`src/rtl/uart_tx_ctrl.sv`:
```
// rtl/uart_tx_ctrl.sv - UART transmit controller driving an external 11-bit shift register
//
// Accepts a byte on a valid/ready handshake, presents the framed word on din
// with a load strobe, then issues one shift strobe per bit period until all
// 11 frame bits have gone out.
//
// Build option: define UART_TX_PARITY_EN to put a parity bit in din[9];
// otherwise din[9] is a second stop bit and odd_parity has no effect.
//
// Ports:
//   clk         system clock, rising edge
//   rst         asynchronous active-high reset
//   tx_data     byte to transmit
//   tx_valid    producer offers tx_data
//   tx_ready    controller can accept a byte (IDLE and not in reset)
//   odd_parity  1 = odd parity, 0 = even parity
//   baud_div    clock cycles per bit (0 treated as 1)
//   ld          load strobe to the shift register (equals accept)
//   sh          shift strobe to the shift register
//   sdi         serial fill bit, constant 1
//   din         frame: {stop, parity/pad, tx_data, start}
//   busy        a frame is in flight
//   tx_done     one-cycle pulse after the last shift

module uart_tx_ctrl #(
    parameter int DIV_W = 16
) (
    input  logic             clk,
    input  logic             rst,
    input  logic [7:0]       tx_data,
    input  logic             tx_valid,
    output logic             tx_ready,
    input  logic             odd_parity,
    input  logic [DIV_W-1:0] baud_div,
    output logic             ld,
    output logic             sh,
    output logic             sdi,
    output logic [10:0]      din,
    output logic             busy,
    output logic             tx_done
);

    localparam logic [DIV_W-1:0] DIV_ONE = DIV_W'(1);

    typedef enum logic {
        IDLE = 1'b0,
        SEND = 1'b1
    } state_t;

    state_t           state;
    state_t           state_next;
    logic [DIV_W-1:0] div_q;
    logic [DIV_W-1:0] baud_cnt;
    logic [3:0]       bit_cnt;
    logic             accept;
    logic             last_bit;
    logic             parity_bit;

`ifdef UART_TX_PARITY_EN
    assign parity_bit = odd_parity ? ~^tx_data : ^tx_data;
`else
    // Second stop bit; the OR keeps odd_parity referenced without affecting din.
    assign parity_bit = 1'b1 | odd_parity;
`endif

    assign din = {1'b1, parity_bit, tx_data, 1'b0};
    assign sdi = 1'b1;

    always_ff @(posedge clk or posedge rst) begin
        if (rst) begin
            state <= IDLE;
        end else begin
            state <= state_next;
        end
    end

    always_comb begin
        state_next = state;
        tx_ready   = 1'b0;
        accept     = 1'b0;
        ld         = 1'b0;
        sh         = 1'b0;
        busy       = 1'b0;
        last_bit   = 1'b0;
        case (state)
            IDLE: begin
                // Ready is masked by rst so nothing is accepted while reset is held.
                tx_ready = ~rst;
                accept   = tx_valid & ~rst;
                ld       = accept;
                if (accept) begin
                    state_next = SEND;
                end
            end
            SEND: begin
                busy     = 1'b1;
                sh       = (baud_cnt == div_q - DIV_ONE);
                last_bit = sh && (bit_cnt == 4'd10);
                if (last_bit) begin
                    state_next = IDLE;
                end
            end
            default: state_next = IDLE;
        endcase
    end

    always_ff @(posedge clk or posedge rst) begin
        if (rst) begin
            div_q    <= DIV_ONE;
            baud_cnt <= '0;
            bit_cnt  <= '0;
            tx_done  <= 1'b0;
        end else begin
            tx_done <= last_bit;
            if (accept) begin
                // Divisor is captured here so later baud_div changes leave this frame alone.
                div_q    <= (baud_div == '0) ? DIV_ONE : baud_div;
                baud_cnt <= '0;
                bit_cnt  <= '0;
            end else if (sh) begin
                baud_cnt <= '0;
                bit_cnt  <= bit_cnt + 4'd1;
            end else if (busy) begin
                baud_cnt <= baud_cnt + DIV_ONE;
            end
        end
    end

endmodule
```
`config.mk`:
```
export PLATFORM = sky130hd
export DESIGN_NAME = uart_tx_ctrl
export DESIGN_NICKNAME = d
export VERILOG_FILES = /design/src/rtl/uart_tx_ctrl.sv
export SDC_FILE = /design/constraint.sdc
export NUM_CORES = 1
export LEC_CHECK = 0
export ABC_CLOCK_PERIOD_IN_PS = 7050
export BUFFER_PORTS_ARGS = -buffer_cell sky130_fd_sc_hd__buf_2
export CAP_MARGIN = 20
export CORE_UTILIZATION = 39
export DETAILED_ROUTE_END_ITERATION = 10
export PLACE_DENSITY = 0.58
export SLEW_MARGIN = 20
export SYNTH_ARGS = -nofsm -noshare
export SYNTH_HDL_FRONTEND = slang
export SYNTH_SLANG_ARGS = --single-unit
```
`constraint.sdc`:
```
create_clock -name clk -period 7.05 [get_ports clk]
set_clock_uncertainty 0.2 [all_clocks]
set_input_delay 1.7625 -clock clk [delete_from_list [all_inputs] [get_ports clk]]
set_output_delay 1.7625 -clock clk [all_outputs]
set_load 0.02 [all_outputs]
```
==> flow_summary.json, run 1 <==
{
  "arrival_ns": 3.26,
  "synth_edf_count": 0,
  "min_to": "div_q[15]",
  "ir_drop_mv": 0.118,
  "worst_pin_slew_ns": 1.03,
  "ys_async_sr_fraction_pct": 100,
  "ys_warn_count": 0,
  "dieArea_um2": 6920,
  "gr-total-overflow": 0,
  "fin_setup_tns_ns": 0,
  "initial_utilization_pct": 40.5,
  "grt_usage_pct": 17.5,
  "wl_per_cell_um": 14.2,
  "die_y_um": 83.2,
  "rr_endpoint": "bit_cnt[1]",
  "power_density_nw_per_um2": 207,
  "reg2reg_from": "div_q[1]",
  "finalSetupViolations": 0,
  "drive_gt1_share_pct": 12.7,
  "min_from": "div_q[15]",
  "outcome": "finished, final reports clean",
  "grt_pass1_vias": 2050,
  "nNetsFinal": 353,
  "synthCells": 313,
  "cts_root_buf": "clkbuf_8",
  "critPathMaxStageDelay_ns": 0.52,
  "avgSynthCellArea_um2": 8.22,
  "cp.required_ns": 5.09,
  "criticalPathCategory": "flip-flop to output port",
  "ioPinCount": 45,
  "synth_ff_type": "dfrtp_1",
  "rsz0062_at_grt": "false",
  "htreeDepth": 2,
  "synthToLayoutAreaGrowth_pct": 6.32,
  "portBuffers": 23,
  "clock_sinks": 38,
  "viasPerCell": 5.40,
  "rows": 29,
  "route.detailed.drc": 0,
  "cts_tree": "built",
  "place.detailed.hpwl_um": 4110,
  "path_cells": "inv_1, ha_1, or4b_4, or4_4, a21oi_4, nand4_2, nor3_2, buf_2",
  "ys_seq_area_share_pct": 37.0,
  "insertion_delay_ns": 0.29,
  "cp_max_fo": 15,
  "ctsHoldBuffers": 0,
  "fin_crit_sh_pct": 74.1,
  "antenna_left": 0,
  "r2r_setup_slack_ns": 3.78,
  "crit_path_top_delay_cell": "or4_4",
  "drt-pass1-iter-count": 4,
  "clkTransAtPathRegs_ns": 0.07,
  "crit_family": "simple AND/OR/NAND/NOR gates",
  "vias": 2156,
  "routed_wl_um": 5660,
  "antenna_found_initial": 0,
  "place_congestion": 0.807,
  "total_power_uw": 565,
  "chipWidth_um": 83.2,
  "maxCapViolCount": 0,
  "cts_made_buffers": 5,
  "reg2reg_depth": 8,
  "slew_viol_final": 0,
  "synth_seq_cells": 38,
  "whs_path_depth": 2,
  "critPathBufInv": 2,
  "post-route-min-period_ns": 5.22,
  "drtIter0Drc": 100,
  "fillers": 622,
  "coreArea_um2": 6350,
  "start_kind": "flip-flop",
  "clock.fmax_ghz": 0.191,
  "hold_viol": 0,
  "grt_pass1_wl_um": 9860,
  "synth_area_um2": 2570,
  "grt_max_degree": 41,
  "power.leakage_nw": 1.27,
  "hold_path.class": "flip-flop to flip-flop",
  "synth_cell_types": 52,
  "fin_util_pct": 43.1,
  "diodes": 0,
  "clk_path_buf_depth": 2,
  "end_kind": "output port",
  "cts_setup_buffers": 0,
  "cts_resized": 0,
  "relSlewSlack_pct": 31.6
}
-- tightest hold or removal path, cell delays in order, from the launching register on --
cell and delay, ns:
dfrtp_1 0.37, nand2_1 0.06, nand2_1 0.06
-- final cells by class --
type	instances	area [um2]	area share, %
Clock buffer	7	86.3	3.16
Clock inverter	1	5.00	0.183
Inverter	8	30.0	1.10
Multi-Input combinational cell	243	1440	52.5
Sequential cell	38	952	34.8
Tap cell	77	96.3	3.52
Timing Repair Buffer	25	130	4.76
-- per-stage QoR --
stage | instance area (um2) | setup WS (ns) | instances | hold WS (ns)
floorplan | 2580 | 2.32 | 315 | 0.267
global placement | 2640 | 2.15 | 391 | 0.291
detailed placement | 2640 | 2.13 | 391 | 0.297
CTS | 2740 | 1.81 | 399 | 0.315
global route | 2740 | 1.63 | 399 | 0.353
finish | 2740 | 1.83 | 399 | 0.312
-- sequential cells by signal, indices dropped and copies added (netlist names) --
signal / flops
baud_cnt: 16
div_q: 16
bit_cnt: 4
state: 1
tx_done: 1
-- layout by cell type (no fill, tap or decap), types with 2 or more instances in the layout --
cell,netlist,final
o21ai_0,5,5
nor2_1,18,18
inv_1,8,8
a31oi_1,3,3
xnor2_1,13,13
nand3_1,11,11
nor3_2,2,2
a21o_1,4,4
o221ai_1,10,10
nand4_1,7,7
nor2b_1,4,4
nor3_1,10,10
nand2_1,78,78
buf_2,1,23
buf_4,13,2
nand2b_1,5,5
or4_1,3,3
nor4_1,5,5
o22ai_1,2,2
xor2_1,8,8
ha_1,4,4
clkbuf_8,0,6
o211ai_1,4,4
conb_1,2,4
mux2i_1,2,2
and2_1,11,11
dfrtp_1,37,37
and3_1,4,4
a21oi_1,5,5
-- cell usage after synthesis (all sizes together) (5+ instances only) --
| cell type | count | area, um2 |
|---|---|---|
| a21oi | 6 | 41.3 |
| and2 | 11 | 68.8 |
| buf | 16 | 125 |
| clkbuf | 10 | 37.5 |
| dfrtp | 37 | 926 |
| inv | 8 | 30.0 |
| nand2 | 78 | 293 |
| nand2b | 5 | 31.3 |
| nand3 | 11 | 55.1 |
| nand4 | 8 | 56.3 |
| nor2 | 18 | 67.6 |
| nor3 | 12 | 70.1 |
| nor4 | 6 | 43.8 |
| o21ai | 5 | 25.0 |
| o221ai | 10 | 87.6 |
| xnor2 | 13 | 114 |
| xor2 | 8 | 70.1 |
-- kinds of logic after synthesis --
logic type | share of synthesized area (%)
simple gates | 32.5
compound gates | 12.8
flops | 37.0
buf+inv | 7.49
xor+xnor | 7.15
fa+ha+maj | 1.95
other cells | 0.292
mux | 0.778
-- metal layers --
metal	up-vias	part of all wire [%]	global-route usage, %
met2	38	45	28.1
met5	-	0	0
met1	1013	50	23.9
met4	0	1.8	6.11
met3	10	3.2	2.98
li1	1095	-	-
-- power by group --
part,internal (mW),switching (mW),total (mW)
Sequential,0.240,0.0451,0.285
Combinational,0.0588,0.0625,0.121
Clock,0.0790,0.0794,0.158
Total,0.378,0.187,0.565
-- worst max path at each step --
stage,from,depth (start not counted),endpoint
2_1_floorplan,rst,4,ld
3_3_place_gp,div_q[0],8,sh
3_5_place_dp,div_q[1],8,sh
4_1_cts,div_q[1],8,sh
5_1_grt,div_q[1],8,sh
6_report,div_q[1],8,sh
Note: power is estimated with default switching activity, not from simulation.
==> inputs of run 2 (changes only) <==
--- a/config.mk
+++ b/config.mk
@@ -5,12 +5,12 @@
 export SDC_FILE = /design/constraint.sdc
 export NUM_CORES = 1
 export LEC_CHECK = 0
-export ABC_CLOCK_PERIOD_IN_PS = 7050
+export ABC_CLOCK_PERIOD_IN_PS = 4620
 export BUFFER_PORTS_ARGS = -buffer_cell sky130_fd_sc_hd__buf_2
 export CAP_MARGIN = 20
 export CORE_UTILIZATION = 39
 export DETAILED_ROUTE_END_ITERATION = 10
-export PLACE_DENSITY = 0.58
+export PLACE_DENSITY = 0.6
 export SLEW_MARGIN = 20
 export SYNTH_ARGS = -nofsm -noshare
 export SYNTH_HDL_FRONTEND = slang
==> constraint.sdc (replaced) <==
create_clock -name clk -period 4.62 [get_ports clk]
set_clock_uncertainty 0.2 [all_clocks]
set_input_delay 1.155 -clock clk [delete_from_list [all_inputs] [get_ports clk]]
set_output_delay 1.155 -clock clk [all_outputs]
set_load 0.02 [all_outputs]
==> run 2 against run 1 <==
First-iteration DRC count down 13%. Critical path depth unchanged. Worst setup slack got worse by 1.4 ns. Largest cell class unchanged. Largest power group unchanged.
==> flow_summary.json, run 2 (synthesized netlist as in run 1, its figures left out) <==
{
  "antenna_left": 0,
  "power_density_nw_per_um2": 311,
  "routed_wl_um": 5650,
  "rsz0062_at_grt": "false",
  "grt_usage_pct": 17.4,
  "start_kind": "flip-flop",
  "finalSetupViolations": 0,
  "grt_max_degree": 41,
  "power.leakage_nw": 1.28,
  "initial_utilization_pct": 40.5,
  "clock.fmax_ghz": 0.239,
  "cts_setup_buffers": 0,
  "slew_viol_final": 0,
  "min_from": "div_q[15]",
  "grt_pass1_wl_um": 9740,
  "top_regs": "baud_cnt x16, div_q x16, bit_cnt x4",
  "die_y_um": 83.2,
  "rows": 29,
  "reg2reg_depth": 9,
  "drtIter0Drc": 87,
  "design_area_um2": 2760,
  "relSlewSlack_pct": 31.7,
  "viasPerCell": 5.32,
  "cts_resized": 0,
  "r2r_setup_slack_ns": 1.56,
  "criticalPathCategory": "flip-flop to output port",
  "antenna_found_initial": 0,
  "fin_setup_tns_ns": 0,
  "diodes": 0,
  "coreArea_um2": 6350,
  "cts_made_buffers": 5,
  "ir_drop_mv": 0.131,
  "dieArea_um2": 6920,
  "gr-total-overflow": 0,
  "vias": 2138,
  "drive_gt1_share_pct": 13.5,
  "fin_crit_sh_pct": 90.5,
  "cp_max_fo": 6,
  "insertion_delay_ns": 0.29,
  "fillers": 624,
  "clk_path_buf_depth": 2,
  "route.detailed.drc": 0,
  "drt-pass1-iter-count": 4,
  "stdcell_count": 402,
  "mostFrequentLayoutCells": "78 x nand2_1, 37 x dfrtp_1, 23 x buf_2",
  "end_kind": "output port",
  "cts_root_buf": "clkbuf_8",
  "htreeDepth": 2,
  "grt_pass1_vias": 2010,
  "post-route-min-period_ns": 4.18,
  "hold_path.class": "flip-flop to flip-flop",
  "synthToLayoutAreaGrowth_pct": 7.20,
  "arrival_ns": 2.83,
  "ioPinCount": 45,
  "min_to": "div_q[15]",
  "ctsHoldBuffers": 0,
  "final_common_cell": "nand2_1",
  "worst_pin_slew_ns": 1.02,
  "total_power_uw": 858,
  "clkTransAtPathRegs_ns": 0.07,
  "hold_viol": 0,
  "cp.required_ns": 3.26,
  "fin_util_pct": 43.4,
  "wl_per_cell_um": 14.1,
  "whs_path_depth": 2,
  "portBuffers": 23,
  "place_congestion": 0.832,
  "rr_endpoint": "tx_done",
  "maxCapViolCount": 0,
  "clock_sinks": 38,
  "chipWidth_um": 83.2,
  "nNetsFinal": 356,
  "place.detailed.hpwl_um": 4030,
  "dp_cells": 394,
  "outcome": "finished, final reports clean",
  "place_area_um2": 2670,
  "cts_tree": "built",
  "reg2reg_from": "div_q[0]"
}
[run 2: changes by cell type in the layout (fill, tap and decap cells not counted)]
cell and delta:
buf_4 +3
[run 2: how the worst max path moves through the flow]
stage	slack, ns	end	start	cells after the start
after floorplan	0.89	sh	div_q[0]	7
after global placement	0.76	sh	div_q[1]	8
after detailed placement	0.73	sh	div_q[1]	8
after CTS	0.41	sh	div_q[1]	8
after global routing	0.30	sh	div_q[1]	8
final	0.44	sh	div_q[0]	8
[run 2: area by class of cell]
class	count	area [um2]	share of cell area, %
multi-input combinational	243	1440	52.0
sequential	38	952	34.5
timing repair buffer	28	153	5.54
tap	77	96.3	3.49
clock buffer	7	86.3	3.13
inverter	8	30.0	1.09
clock inverter	1	5.00	0.181
[run 2: stage by stage]
stage          worst slack [ns]  hold WS, ns
2_1_floorplan             0.895        0.267
3_3_place_gp              0.757        0.310
3_5_place_dp              0.729        0.316
4_1_cts                   0.414        0.320
5_1_grt                   0.301        0.340
6_report                  0.440        0.331
[run 2: critical path, stage by stage (launching register included)]
cell	delay (ns)
dfstp_2	0.39
inv_1	0.08
ha_1	0.26
or4b_4	0.51
or4_4	0.52
a21oi_4	0.15
nand4_2	0.13
nor3_2	0.28
buf_2	0.23
[run 2: routing by layer]
layer  track usage, %  share of wire (%)  up-vias
li1                 -                  -     1101
met1             24.2                 51     1003
met2             27.9                 45       29
met3             2.49                2.9        5
met4             5.49               0.81        0
met5                0                  0        -
[run 2: power breakdown]
part | internal [mW] | switching (mW) | total (mW)
logic | 0.0923 | 0.0940 | 0.186
clock network | 0.120 | 0.116 | 0.237
registers | 0.367 | 0.0682 | 0.435
